--- src/rtl/i2s_tx.sv ---
// Philips I2S transmitter: 16-bit stereo, 32 bit slots per frame, bit clock
// derived from clk_sys by a BCK_DIV half-period divider.
module i2s_tx #(
    parameter int BCK_DIV     = 8,
    parameter int UNSIGNED_IN = 0
) (
    input  logic        clk_sys,
    input  logic        reset,
    input  logic [15:0] left_chan,
    input  logic [15:0] right_chan,
    input  logic        mute,
    output logic        sample_ack,
    output logic        I2S_BCK,
    output logic        I2S_LRCK,
    output logic        I2S_DATA
);

    localparam logic [7:0]  CNT_LAST  = 8'(BCK_DIV - 1);
    localparam logic [15:0] MSB_FLIP  = (UNSIGNED_IN != 0) ? 16'h8000 : 16'h0000;
    localparam logic [4:0]  SLOT_LAST = 5'd31;

    logic [7:0]  cnt;
    logic [7:0]  cnt_nxt;
    logic [4:0]  slot;
    logic [4:0]  slot_nxt;
    logic [31:0] shreg;
    logic        wrap;
    logic        fall;
    logic        bck_nxt;
    logic        load_nxt;
    logic [15:0] left_word;
    logic [15:0] right_word;

    // Next-state view of the divider so sample_ack can be registered yet
    // still be high in exactly the cycle whose closing edge captures inputs.
    always_comb begin
        wrap       = (cnt == CNT_LAST);
        fall       = wrap && I2S_BCK;
        cnt_nxt    = wrap ? 8'd0 : cnt + 8'd1;
        bck_nxt    = I2S_BCK ^ wrap;
        slot_nxt   = fall ? slot + 5'd1 : slot;
        load_nxt   = (cnt_nxt == CNT_LAST) && bck_nxt && (slot_nxt == SLOT_LAST);
        left_word  = mute ? 16'h0000 : (left_chan ^ MSB_FLIP);
        right_word = mute ? 16'h0000 : (right_chan ^ MSB_FLIP);
    end

    // NOTE: every register here is assigned with <= so all of them see the
    // pre-edge values of each other, which is what the slot pipeline relies on.
    always_ff @(posedge clk_sys) begin
        if (reset) begin
            cnt        <= 8'd0;
            I2S_BCK    <= 1'b0;
            slot       <= SLOT_LAST;
            I2S_LRCK   <= 1'b1;
            I2S_DATA   <= 1'b0;
            shreg      <= 32'h0000_0000;
            sample_ack <= 1'b0;
        end else begin
            cnt        <= cnt_nxt;
            I2S_BCK    <= bck_nxt;
            sample_ack <= load_nxt;
            if (fall) begin
                slot     <= slot_nxt;
                I2S_LRCK <= slot_nxt[4];
                // Slot 0 still emits the previous right LSB: one-bit Philips delay.
                I2S_DATA <= shreg[31];
                if (slot_nxt == 5'd0) begin
                    shreg <= {left_word, right_word};
                end else begin
                    shreg <= {shreg[30:0], 1'b0};
                end
            end
        end
    end

endmodule
--- config.mk ---
export PLATFORM = sky130hd
export DESIGN_NAME = i2s_tx
export DESIGN_NICKNAME = d
export VERILOG_FILES = /design/src/rtl/i2s_tx.sv
export SDC_FILE = /design/constraint.sdc
export NUM_CORES = 1
export LEC_CHECK = 0
export BUFFER_PORTS_ARGS = -buffer_cell sky130_fd_sc_hd__buf_2
export CORE_AREA = 2 2 80 82
export CTS_CLUSTER_DIAMETER = 100
export DETAILED_ROUTE_END_ITERATION = 6
export DIE_AREA = 0 0 82 84
export PLACE_DENSITY = 0.7
export SLEW_MARGIN = 20
export SYNTH_ARGS = -nofsm -noshare
export SYNTH_HDL_FRONTEND = slang
export SYNTH_SLANG_ARGS = --single-unit
export TNS_END_PERCENT = 20
--- constraint.sdc ---
create_clock -name clk_sys -period 3.94 [get_ports clk_sys]
set_clock_uncertainty 0.2 [all_clocks]
set_input_delay 0.591 -clock clk_sys [delete_from_list [all_inputs] [get_ports clk_sys]]
set_output_delay 0.591 -clock clk_sys [all_outputs]
set_load 0.02 [all_outputs]
==> out/metrics.yaml <==
run_status:
  status: "completed"
synth:
  syn_area_um2: 2950
  ys_ff_latch: 48
  yosysSeqAreaShare: 0.326
  syn_inst: 331
  synthTopCellsByCount: "48 x dfxtp_1, 42 x nor2_1, 38 x clkbuf_1, 32 x nand4b_1, 31 x o41ai_1"
  syn_avg_cell_area_um2: 8.91
  async_reset_ff_frac: 0
  synth_area_leaders: "dfxtp_1 33%, o41a_1 11%, nand4b_1 9.5%"
  synth_most_common_cell: "dfxtp_1"
  synth_edf_count: 0
  syn-num-nets: 371
  yosys.area.top_type: "dfxtp_1"
  synthDistinctLibCells: 38
  synth_ff_type: "dfxtp_1"
  synth_top_area_frac: 0.326
  ys_warn_count: 0
placement:
  hpwl_um: 3930
  place_congestion: 0.855
  port-buffer-count: 38
  post-place-ws_ns: 0.464
setup_path:
  worstPathArrival_ns: 3.50
  worst_setup_path_start_kind: "register"
  critPathMaxFanout: 61
  required_ns: 3.94
  reg2reg_depth: 7
  r2r-start: "cnt[5]$_SDFF_PP0_"
  path_class: "reg2reg"
  rrSetupSlack_ns: 0.44
  rr_endpoint: "shreg[6]$_SDFFE_PP0P_"
  cp-end-kind: "register"
worst_hold_path:
  holdPathStages: 2
  hp-start: "shreg[4]$_SDFFE_PP0P_"
  worst_hold_path.endpoint: "shreg[5]$_SDFFE_PP0P_"
  hold_class: "reg2reg"
global_route:
  antenna_found_initial: 0
  first_global_vias: 2423
  grt_max_degree: 71
  grt_overflow: 0
  grt_pass1_wl_um: 11300
  grtUsageTotal: 0.199
sta:
  fmax_mhz: 286
  tightest_slew_ns: 1.06
  setup_ws_ns: 0.441
  hold_violations: 0
  min_period_ns: 3.50
  slew_violations: 0
  setup_viol: 0
  hold_ws_ns: 0.245
  fin_crit_sh: 0.888
  rsz0062_at_grt: "false"
  max_slew_margin: 0.294
  fin_tns_setup_ns: 0
floorplan:
  io_pins: 39
  initial_core_util: 0.484
  rows: 29
  core_area_um2: 6100
  die-area_um2: 6890
  die_w_um: 82
  die_h_um: 84
clock_tree:
  hold_buffers: 0
  root_buffer: "clkbuf_8"
  cts_made_buffers: 5
  cts.sinks: 48
  post_cts_buffers: 0
  clkTransAtPathRegs_ns: 0.11
  clock_path_buffers: 2
  htree_levels: 2
  clk_latency_ns: 0.31
  cts_tree: "done"
  post_cts_resized: 0
cells_and_area:
  insertedDiodeCount: 0
  num-fill-cells: 572
  drive_gt1_frac: 0.180
  fin_nets: 373
  syn_to_final_growth_pct: 10.4
route:
  drc: 0
  vias: 2657
  dr.pass1.iters: 4
  wl_per_cell_um: 16.4
  wl_um: 6750
  vias_per_cell: 6.46
  drt_iter0_markers: 177
  drtAntennaViolNets: 0
job:
  cap_violations: 0
power:
  power-per-cell-area_nw_per_um2: 296
  vdd_drop_max_mv: 0.173
  power_leakage_uw: 0.000982
report_power, final:
part	leakage, uW	internal [uW]	switching, uW
combinational	0.000525	21.4	20.8
sequential	0.000387	488	2.89
clock	0.0000687	256	176
total	0.000982	765	200
how the worst max path moves through the flow:
stage                      startpoint                      to  slack, ns  cells after the start
floorplan           cnt[0]$_SDFF_PP0_  shreg[16]$_SDFFE_PP0P_       0.96                     11
global placement    cnt[5]$_SDFF_PP0_   shreg[8]$_SDFFE_PP0P_       0.60                      7
detailed placement  cnt[5]$_SDFF_PP0_  shreg[29]$_SDFFE_PP0P_       0.46                      7
CTS                 cnt[5]$_SDFF_PP0_  shreg[19]$_SDFFE_PP0P_       0.46                      7
global route        cnt[0]$_SDFF_PP0_  shreg[13]$_SDFFE_PP0P_       0.14                      8
finish              cnt[5]$_SDFF_PP0_   shreg[6]$_SDFFE_PP0P_       0.44                      7
critical path, stage by stage, from the launching register on:
cell and delay [ns]:
dfxtp_1 0.36, or3_1 0.43, nor4_1 0.44, ha_1 0.42, a21o_1 0.17, and3b_2 0.89
o41ai_1 0.23, a211oi_1 0.25
cell families (layout without fill, tap and decap cells):
| group | Yosys count | count (layout) | synth area share |
|---|---|---|---|
| adder cells (fa/ha/maj) | 5 | 5 | 0.0212 |
| AND/OR/NAND/NOR | 107 | 107 | 0.214 |
| XOR/XNOR | 12 | 12 | 0.0407 |
| flip-flops | 48 | 48 | 0.326 |
| multiplexers | 2 | 2 | 0.00806 |
| AO/OA/AOI/OAI | 107 | 107 | 0.322 |
| buffers and inverters | 50 | 53 | 0.0683 |
per-stage QoR:
stage           util  instance area, um2  power, uW  std cells
6_report       0.534                3260        965        411
3_3_place_gp   0.510                3110        542        403
5_1_grt        0.534                3260        995        411
2_1_floorplan      -                2950        522        331
3_5_place_dp   0.510                3110        544        403
4_1_cts        0.533                3250        974        411
flip-flops by register name, summed over array words and instances, names as in the netlist:
signal / cells
shreg: 32
sample_ack: 1
I2S_DATA: 1
I2S_BCK: 1
I2S_LRCK: 1
cnt: 8
slot: 4
cell usage in the layout, fill, tap and decap left out, types with 2 or more instances in the layout:
cell type and n:
nand4_1 3, xor2_1 5, xnor2_1 5, o21ai_0 2
nand3_1 4, nor3_1 3, a211o_1 2, and2_1 3
ha_1 4, dfxtp_1 48, o41a_1 30, o2111ai_1 2
o41ai_1 31, a211oi_1 30, buf_4 5, a21boi_0 2
nand2_1 5, nor4_1 3, nand2b_1 3, nor2b_1 3
buf_2 38, a21oi_1 3, nand4b_1 32, clkbuf_8 5
bufinv_16 2, nor2_1 42
cell type report:
cell class,instances,area (um2),area share
Multi-Input combinational cell,233,1810,0.556
Tap cell,77,96.3,0.0296
Sequential cell,48,961,0.295
Clock buffer,5,68.8,0.0211
Clock inverter,3,68.8,0.0211
Inverter,1,3.75,0.00115
Timing Repair Buffer,44,248,0.0761
layer usage:
layer,global-route usage,wire (um),up-vias
met2,0.313,2970,53
met5,0,0,-
met4,0.0530,84,0
met3,0.0335,241,10
li1,-,-,1327
met1,0.279,3450,1267
Power figures use the tool's default switching activity.
